--- src/rtl/clk_div_pkg.sv ---
// Shared sizing and types for the programmable clock divider.
// Constants only; no latency, no flow control.
package clk_div_pkg;
    localparam int NUM_CH_DEF = 4;
    localparam int CNT_W_DEF  = 32;
    localparam int MAX_CH     = 8;
    localparam int CH_IDX_W   = $clog2(MAX_CH);

    typedef logic [CNT_W_DEF-1:0] div_t;
endpackage

--- src/rtl/div_channel.sv ---
// One divider channel: counter, divide register, registered tick and div_clk (1-cycle latency).
// No backpressure; a config write always lands and outranks the terminal-count event.
module div_channel #(
    parameter int               CNT_W       = 32,
    parameter logic [CNT_W-1:0] DEFAULT_DIV = '0
) (
    input  logic             clock,
    input  logic             reset,
    input  logic             enable,
    input  logic             clear,
    input  logic             wr_en,
    input  logic [CNT_W-1:0] wr_div,
    output logic             tick,
    output logic             div_clk
);
    logic [CNT_W-1:0] div_reg;
    logic [CNT_W-1:0] cnt;
    logic             term;

    assign term = (cnt == div_reg);

    always_ff @(posedge clock or negedge reset) begin
        if (!reset) begin
            div_reg <= DEFAULT_DIV;
            cnt     <= '0;
            tick    <= 1'b0;
            div_clk <= 1'b0;
        end else begin
            // The divide register survives clear, so it is written independently.
            if (wr_en) begin
                div_reg <= wr_div;
            end
            if (clear) begin
                cnt     <= '0;
                tick    <= 1'b0;
                div_clk <= 1'b0;
            end else if (wr_en) begin
                cnt     <= '0;
                tick    <= 1'b0;
            end else if (enable) begin
                if (term) begin
                    cnt     <= '0;
                    tick    <= 1'b1;
                    div_clk <= ~div_clk;
                end else begin
                    cnt     <= cnt + CNT_W'(1);
                    tick    <= 1'b0;
                end
            end else begin
                tick <= 1'b0;
            end
        end
    end
endmodule

--- src/rtl/prog_clock_divider.sv ---
// NUM_CH programmable dividers plus a free-running binary counter; all outputs registered (1 cycle).
// No backpressure; writes to channel indices >= NUM_CH are dropped.
module prog_clock_divider
    import clk_div_pkg::*;
#(
    parameter int               NUM_CH      = NUM_CH_DEF,
    parameter int               CNT_W       = CNT_W_DEF,
    parameter logic [CNT_W-1:0] DEFAULT_DIV = '0
) (
    input  logic                clock,
    input  logic                reset,
    input  logic                enable,
    input  logic                clear,
    input  logic                cfg_we,
    input  logic [CH_IDX_W-1:0] cfg_ch,
    input  logic [CNT_W-1:0]    cfg_div,
    output logic [NUM_CH-1:0]   tick,
    output logic [NUM_CH-1:0]   div_clk,
    output logic [CNT_W-1:0]    divided_clocks
);
    genvar i;
    generate
        for (i = 0; i < NUM_CH; i++) begin : g_ch
            logic wr_en;
            // Only indices that exist decode, which drops out-of-range writes.
            assign wr_en = cfg_we && (cfg_ch == CH_IDX_W'(i));

            div_channel #(
                .CNT_W       (CNT_W),
                .DEFAULT_DIV (DEFAULT_DIV)
            ) u_ch (
                .clock   (clock),
                .reset   (reset),
                .enable  (enable),
                .clear   (clear),
                .wr_en   (wr_en),
                .wr_div  (cfg_div),
                .tick    (tick[i]),
                .div_clk (div_clk[i])
            );
        end
    endgenerate

    always_ff @(posedge clock or negedge reset) begin
        if (!reset) begin
            divided_clocks <= '0;
        end else if (clear) begin
            divided_clocks <= '0;
        end else if (enable) begin
            divided_clocks <= divided_clocks + CNT_W'(1);
        end
    end
endmodule

--- config.mk ---
export PLATFORM = sky130hd
export DESIGN_NAME = prog_clock_divider
export DESIGN_NICKNAME = d
export VERILOG_FILES = /design/src/rtl/clk_div_pkg.sv /design/src/rtl/div_channel.sv /design/src/rtl/prog_clock_divider.sv
export SDC_FILE = /design/constraint.sdc
export NUM_CORES = 1
export LEC_CHECK = 0
export ABC_CLOCK_PERIOD_IN_PS = 1800
export BUFFER_PORTS_ARGS = -buffer_cell sky130_fd_sc_hd__buf_2
export CAP_MARGIN = 10
export CORE_UTILIZATION = 56
export DETAILED_ROUTE_END_ITERATION = 6
export PLACE_DENSITY = 0.78
export SLEW_MARGIN = 0
export SYNTH_ARGS = -nofsm -noshare
export SYNTH_HDL_FRONTEND = slang
export SYNTH_HIERARCHICAL = 1
export SYNTH_SLANG_ARGS = --single-unit
--- constraint.sdc ---
create_clock -name clock -period 1.8 [get_ports clock]
set_input_delay 0 -clock clock [delete_from_list [all_inputs] [get_ports clock]]
set_output_delay 0 -clock clock [all_outputs]
set_load 0.005 [all_outputs]
# [After elaboration in Yosys (flattened, before gate mapping)]
# Index checks and enable logic that the tools add are counted.
[classes] addsub=5 n_mul=0 n_div=0 magnitude_cmp=0 eq_ne=11 shift=0 muxes=50 bitwise_logic=4 n_reduce_logical=18
[ops] op="$mux W32" count=18
[ops] op="$add A32 B1 Y32 const B" count=5
[ops] op="$eq A32 B32 Y1" count=4
[ops] op="$mux W1" count=32
[ops] op="$reduce_and A3 Y1" count=4
[ops] op="$reduce_bool A3 Y1" count=4
[ops] op="$reduce_bool A2 Y1" count=5
[ops] op="$ne A2 B2 Y1 const B" count=4
[ops] op="$eq A3 B2 Y1 const B" count=2
[ops] op="$logic_and A1 B1 Y1" count=4
[ops] op="$not A1 Y1" count=4
[ops] op="$eq A3 B1 Y1 const B" count=1
[ops] op="$logic_not A3 Y1" count=1
[totals] regBits=296 latch_bits=0 ramBits=0 rom_bits=0 inputBits=40 elab_cells=105 n_memories=0

# [Depth between registers and ports, before layout]
# Gate-level depths: netlist of the first run.
[depth] word_depth=5 mapped_depth=9

# [By module]
# The synthesis of the first run kept the hierarchy.
[modules_own_cells] module="div_channel" n_inst=4 cells_each=286 area_per_inst_um2=3254.4 seq_area_each_um2=1651.6
[modules_own_cells] module="prog_clock_divider" n_inst=1 cells_each=194 area_per_inst_um2=1796.7 seq_area_each_um2=800.8

# [Worst setup path before layout of the first run]
# No wires, ideal clock.
[synth_path] path_type="register -> register" start="reg divided_clocks[0]" end="reg divided_clocks[26]" t_arrival_ns=1.815 required_ns=1.675 slack_ns=-0.139 path_stages_with_launch=7 n_path_buf=1 synth_period_minus_slack_ns=1.939 path_cell_list="dfrtp_1 ha_1 nand3_1 or2_1 clkbuf_1 nor4_1 mux2_2"
[synth_via] elab_chain_len=3
[synth_lines] item="start, declared" line="prog_clock_divider.sv:19" source="output logic [CNT_W-1:0] divided_clocks"
[synth_lines] item="start signal, assigned" line="prog_clock_divider.sv:50" source="divided_clocks <= divided_clocks + CNT_W'(1);"
[synth_lines] item="$add A32 B1 Y32" line="prog_clock_divider.sv:50"
[synth_lines] item="$mux W32" line="prog_clock_divider.sv:49" source="end else if (enable) begin"
[synth_lines] item="$mux W32" line="prog_clock_divider.sv:47" source="end else if (clear) begin"
# Every way passes these cells. The select of a mux whose other input is x is not followed.
# A chain may end at the register's enable or synchronous reset.

# [Final worst setup path of the first run]
[layout_path] start="reg g_ch[1].u_ch.div_reg[31]" end="reg g_ch[1].u_ch.cnt[9]"
[layout_via] elab_chain_len=5
[layout_lines] item="start, declared" line="div_channel.sv:16" source="logic [CNT_W-1:0] div_reg;"
[layout_lines] item="start signal, assigned" line="div_channel.sv:31" source="div_reg <= wr_div;"
[layout_lines] item="$eq A32 B32 Y1" line="div_channel.sv:20" source="assign term = (cnt == div_reg);"
[layout_lines] item="$mux W32" line="div_channel.sv:41" source="if (term) begin"
[layout_lines] item="$mux W32" line="div_channel.sv:40" source="end else if (enable) begin"
[layout_lines] item="$mux W32" line="div_channel.sv:37" source="end else if (wr_en) begin"
[layout_lines] item="$mux W32" line="div_channel.sv:33" source="if (clear) begin"
[layout_lines] item="end signal, assigned" line="div_channel.sv:46" source="cnt <= cnt + CNT_W'(1);"
[layout_lines] item="end, declared" line="div_channel.sv:17" source="logic [CNT_W-1:0] cnt;"
# Every way passes these cells. The select of a mux whose other input is x is not followed.

==> run metrics, run 1 <==
Cell Rows 59; die area 27100 um2; CP Class flip-flop to flip-flop; Worst VDD drop 917 uV; max-cap violation count 0; CP startpoint g_ch[1].u_ch/div_reg[31]$_DFFE_PN0P_; total gr overflow 0; #FFs+latches synth 296; Worst-path clk slew 70 ps; Clock Latency Late Sink 570 ps; CP arrival 2570 ps; largest net degree at the start of global routing 63; area post-placement 17200 um2; R2R Path Start g_ch[1].u_ch/div_reg[31]$_DFFE_PN0P_; starting density of the core 57.0%; Final Hold Viols 0; layout cells sized above 1 44.3%; RSZ-0062 raised after global routing yes; Die Ht 165 um; Critical path destination g_ch[1].u_ch/cnt[9]$_DFFE_PN0P_; final setup violation count 149; Slew HR 46.1%; Mapped Nets 1383; CTS Buf Count 31; gr usage total 31.0%; Synth warnings 6; HPWL Detailed 27000 um; area grow syn2layout 38.3%; FF-to-FF setup slack -320 ps; Cells after Synth 1338; Cell Pwr Density 843 nW/um2; H-tree Lvls 1; CP Launch Type flip-flop; TritonCTS sink count 296; Final Cycle Share 118%; IO buf count 79; Final #Nets 1744; Residual DRC 0; synthesized area 14800 um2; Hold Crit Class input pin to asynchronous set/reset pin; critical path endpoint category flip-flop; Final Instance Area 20500 um2; number of flops mapped to enable cells by yosys 0; dpl ws -329 ps; syn avg cell area 11.1 um2; Final Slew Violations 0; failing checks negative setup slack; most frequent cells in the layout 289 x dfrtp_1, 236 x buf_4, 210 x xor2_1; total core area 26000 um2; Clock Skews 10.6 ps; slack of the critical path -320 ps; boundary pin count 80; Vias 12700; peak fanout along the critical path 7; Final min period 2120 ps; commonest non-fill, non-tap cell in the layout dfrtp_1; Initial DRC Count 1390; R2R Path End g_ch[1].u_ch/cnt[9]$_DFFE_PN0P_; Highest Clock Rate 0.472 GHz; FFs w/ async S/R, synth 100%; Post-Route WL 47300 um; Horiz. Die Dim 165 um; Data required, critical path 2250 ps; Yosys cell types 49; clock root cell clkbuf_16; GP Congestion 0.888; Leak Pwr 0.00950 uW; maximum clock path buffer count 3; Post-synth top flop dfrtp_1; vias in the first global route 12100; vias per inst 6.17; Routed WL per cell 22.9 um; Worst R2R Path Depth 8; global-route wire length before repair 63900 um; Worst Tran Pin Value 801 ps; sequential-to-total area share from yosys stat 50.0%; CTS tree built; initial antenna violation count 1; Routed Antenna Nets 0; first-pass iteration count of the detailed router 5; outcome finished with violations
[power breakdown]
group          switching (uW)  internal [uW]  leakage, uW  total [uW]
combinational            1150           1160      0.00510        2310
clock                    2780           4310     0.000538        7090
sequential                563           7310      0.00387        7880
[area by class of cell]
cell class	instances	area [um2]
inverter	7	26.3
clock buffer	45	898
antenna	3	7.51
timing repair buffer	386	3190
sequential	296	7420
fill	1403	5500
tap	335	419
multi-input combinational	977	8310
clock inverter	12	221
[cells in the mapped netlist, types with 5 or more instances]
cell type,count,area [um2]
nand3_1,45,225
a21oi_1,18,90.1
o31ai_1,16,120
nor2_1,158,593
nor3_2,8,80.1
nor3_1,14,70.1
nor2b_1,9,56.3
nand2_1,80,300
nand4_1,51,319
xor2_1,214,1870
or4_1,13,97.6
or3_1,10,62.6
xnor2_1,42,368
and3_1,33,206
inv_1,7,26.3
mux2_2,137,1540
or2_2,5,31.3
nor4_1,43,269
buf_6,8,90.1
dfrtp_1,296,7410
and2_1,9,56.3
clkbuf_1,18,67.6
buf_1,15,56.3
buf_2,14,70.1
and4_1,14,123
ha_1,5,62.6
[how the worst min path moves through the flow]
stage	endpoint	cells past startpoint	slack, ps
after floorplan	divided_clocks[0]$_DFFE_PN0P_	0	-300
after global placement	divided_clocks[18]$_DFFE_PN0P_	1	-60
after detailed placement	divided_clocks[26]$_DFFE_PN0P_	1	-60
after CTS	g_ch[1].u_ch/cnt[10]$_DFFE_PN0P_	3	70
after global routing	g_ch[1].u_ch/cnt[18]$_DFFE_PN0P_	3	90
final	g_ch[1].u_ch/cnt[18]$_DFFE_PN0P_	3	80
[cells by family (layout without fill, tap and decap cells)]
| logic type | Yosys count | count (layout) | synth area share (%) |
|---|---|---|---|
| muxes | 138 | 138 | 10.5 |
| other | 0 | 3 | 0 |
| buffers and inverters | 66 | 450 | 2.30 |
| and+or+nand+nor | 522 | 523 | 19.1 |
| xor gates and xnor gates | 256 | 256 | 15.1 |
| DFF | 296 | 296 | 50.0 |
| AOI/OAI and AO/OA | 55 | 55 | 2.59 |
| adders and majority gates | 5 | 5 | 0.422 |
[through the flow]
| step | std cells | utilization [%] | power [uW] | TNS (ps) | hold WS (ps) |
|---|---|---|---|---|---|
| after global routing | 2058 | 78.8 | 17800 | -40260 | 89.7 |
| after detailed placement | 1918 | 66.3 | 9800 | -21630 | -61.6 |
| after CTS | 2025 | 73.5 | 17000 | -8350 | 70.6 |
| final | 2061 | 78.9 | 17300 | -32020 | 76.5 |
| after floorplan | 1338 | - | 8950 | -635 | -296 |
| after global placement | 1918 | 66.3 | 9690 | -19630 | -64.8 |
[layer usage]
layer | wire [um] | GRT usage (%)
met1 | 17600 | 40.0
met2 | 23300 | 52.0
met3 | 3890 | 6.05
met4 | 2490 | 10.9
met5 | 0 | 0
[critical path, stage by stage (launching register included)]
cell and delay [ps]:
dfrtp_1 420, xor2_1 200, nor4_2 460, nand4_1 190, nor2_2 170, buf_4 130
a211o_4 180, clkbuf_16 170, nor2_1 60
[timing repair]
| item | CTS | global route |
|---|---|---|
| setup buffers | 11 | 24 |
| hold buffers | 36 | 0 |
| gates resized for setup | 55 | 238 |
| cloned | 3 | 9 |
| hold endpoints to repair | 438 | 0 |
| endpoints found under the setup margin | 145 | 153 |
| pin swaps | 20 | 124 |
Note: power is estimated with default switching activity, not from simulation.
==> inputs of run 2 (changes only) <==
Settings changed: CORE_MARGIN from default to 5, PLACE_DENSITY 0.78 to default, PLACE_DENSITY_LB_ADDON from default to 0.12.
==> run metrics, run 2 (synthesized netlist as in run 1, its figures left out) <==
peak fanout along the critical path 7 (unchanged); Routed WL per cell 21.1 um (was 22.9 um); failing checks negative setup slack (unchanged); global-route wire length before repair 64700 um (was 63900 um); clock root cell clkbuf_16 (unchanged); Flop pwr share 47.9% (was 45.6%); Final Instance Area 20400 um2 (was 20500 um2); CP Class flip-flop to flip-flop (unchanged); area post-placement 17300 um2 (was 17200 um2); Cell Pwr Density 801 nW/um2 (was 843 nW/um2); WP buf/inv 2 (unchanged); boundary pin count 80 (unchanged); Worst Hold Margin 108 ps (was 76.5 ps); slack of the critical path -268 ps (was -320 ps); Final Cycle Share 115% (was 118%); Final min period 2070 ps (was 2120 ps); CP arrival 2500 ps (was 2570 ps); post-route total power 16300 uW (was 17300 uW); layout cells sized above 1 45.9% (was 44.3%); area grow syn2layout 37.7% (was 38.3%); RSZ-0062 raised after global routing yes (unchanged); total core area 26100 um2 (was 26000 um2); Die Ht 173 um (was 165 um); Routed Antenna Nets 0 (unchanged); total gr overflow 0 (unchanged); Slew HR 63.2% (was 46.1%); Worst Tran Pin Value 546 ps (was 801 ps); largest net degree at the start of global routing 67 (was 63); Post-Route WL 43400 um (was 47300 um); outcome finished with violations (unchanged); most frequent CP cell nor2_4; slowest stage cell on the critical path dfrtp_1 (was nor4_2); CP cell instances buf_4 -> xor2_1 -> nor4_1 -> nand4_1 -> nor2_4 -> a211o_4 -> clkbuf_16 -> nor2_4 (was xor2_1 -> nor4_2 -> nand4_1 -> nor2_2 -> buf_4 -> a211o_4 -> clkbuf_16 -> nor2_1); Final Slew Violations 0 (unchanged); max incr delay on CP 410 ps (was 460 ps); Horiz. Die Dim 173 um (was 165 um); Clock Skews 15.0 ps (was 10.6 ps); Clock Latency Late Sink 570 ps (about the same); final setup violation count 136 (was 149); maximum clock path buffer count 3 (unchanged); vias per inst 5.76 (was 6.17); Comb power frac 13.5% (was 13.4%); H-tree Lvls 1 (unchanged); Worst-path clk slew 70 ps (about the same); Residual DRC 0 (unchanged); HPWL Detailed 27500 um (was 27000 um); die area 29800 um2 (was 27100 um2); Worst VDD drop 879 uV (was 917 uV); Net Sw Power 4240 uW (was 4500 uW); CTS Buf Count 31 (unchanged); commonest non-fill, non-tap cell in the layout dfrtp_1 (unchanged); Cell Rows 59 (unchanged); clock network power share 38.6% (was 41.0%); CTS tree built (unchanged); first-pass iteration count of the detailed router 5 (unchanged); dpl cells 1923 (was 1918); CP Launch Type flip-flop (unchanged); Worst R2R Path Depth 8 (unchanged); IO buf count 79 (unchanged); most frequent cells in the layout 292 x dfrtp_1, 242 x buf_4, 205 x xor2_1 (was 289 x dfrtp_1, 236 x buf_4, 210 x xor2_1); Final Non-Filler Cells 2058 (was 2061); Hold Crit Class input pin to asynchronous set/reset pin (unchanged); gr usage total 26.7% (was 31.0%); Switching Share 26.0% (about the same); Final #Nets 1745 (was 1744); Worst path top cell family by delay simple AND/OR/NAND/NOR gates (unchanged); Initial DRC Count 968 (was 1390); GP Congestion 0.869 (was 0.888); initial antenna violation count 3 (was 1); Final Hold Viols 0 (unchanged); max-cap violation count 0 (unchanged); Leak Pwr 0.00934 uW (was 0.00950 uW); starting density of the core 56.8% (was 57.0%); vias in the first global route 11700 (was 12100); P_int 12100 uW (was 12800 uW); CP Depth 8 (unchanged); Vias 11900 (was 12700); TritonCTS sink count 296 (unchanged); number of diodes 0 (was 3); critical path endpoint category flip-flop (unchanged); Highest Clock Rate 0.484 GHz (was 0.472 GHz); Data required, critical path 2230 ps (was 2250 ps)
[run 2: cell count changes in the layout (fill, tap and decap cells not counted), moves of 5 or more]
cell      change
nor4_4        -5
nor2_2        +7
buf_4         +6
nor2_4       +15
xor2_1        -5
xor2_2        +5
nor2_1       -22
clkinv_2      +6
[run 2: per-layer routing]
layer	vias up	share of wire, %	wire length (um)	GRT usage (%)
met4	0	2.5	1070	6.67
met3	84	6.4	2780	4.65
met5	-	0	0	0
met2	380	48	20900	41.9
met1	6006	43	18600	39.0
li1	5388	-	-	-
[run 2: final timing paths]
kind | start | endpoint | slack [ps]
max | g_ch[1].u_ch/cnt[1]$_DFFE_PN0P_ | g_ch[1].u_ch/cnt[14]$_DFFE_PN0P_ | -270
min | reset | divided_clocks[21]$_DFFE_PN0P_ | 110
max reg2reg | g_ch[1].u_ch/cnt[1]$_DFFE_PN0P_ | g_ch[1].u_ch/cnt[14]$_DFFE_PN0P_ | -270
min reg2reg | g_ch[2].u_ch/div_reg[8]$_DFFE_PN0P_ | g_ch[2].u_ch/div_reg[8]$_DFFE_PN0P_ | 520
max in group asynchronous | reset | g_ch[0].u_ch/cnt[6]$_DFFE_PN0P_ | 1320
min in group clock | cfg_ch[0] | g_ch[2].u_ch/div_reg[11]$_DFFE_PN0P_ | 230
[run 2: what timing repair did]
item                                    CTS  global route
cloned                                    2             9
gates resized for setup                  61           269
hold buffers                             36             0
endpoints found under the hold margin   429             0
endpoints found under the setup margin  141           148
setup buffers                            16            17
pin swaps                                39           122
[run 2: tightest hold or removal path: stages]
cell,delay (ps)
dlygate4sd3_1,560
buf_8,210
buf_16,260
[run 2: per-stage QoR]
step | setup WS [ps] | setup TNS [ps] | utilization (%)
global route | -332 | -30300 | 78.3
detailed placement | -228 | -16040 | 66.2
floorplan | -30.5 | -635 | -
CTS | -156 | -12010 | 73.0
global placement | -222 | -16930 | 66.2
finish | -268 | -20610 | 78.3
[run 2: power groups by stage]
| stage | logic [uW] | registers, uW | clock network, uW |
|---|---|---|---|
| floorplan | 1170 | 7780 | 0 |
| global placement | 1800 | 7910 | 0 |
| detailed placement | 1850 | 7930 | 0 |
| CTS | 2010 | 7820 | 6410 |
| global route | 2380 | 7890 | 6720 |
| finish | 2210 | 7820 | 6310 |
[run 2: cell type report]
cell class / count / area, um2
Fill cell: 1617 / 5660
Tap cell: 335 / 419
Timing Repair Buffer: 388 / 3150
Clock buffer: 44 / 875
Sequential cell: 296 / 7410
Inverter: 7 / 26.3
Multi-Input combinational cell: 976 / 8400
Clock inverter: 12 / 116
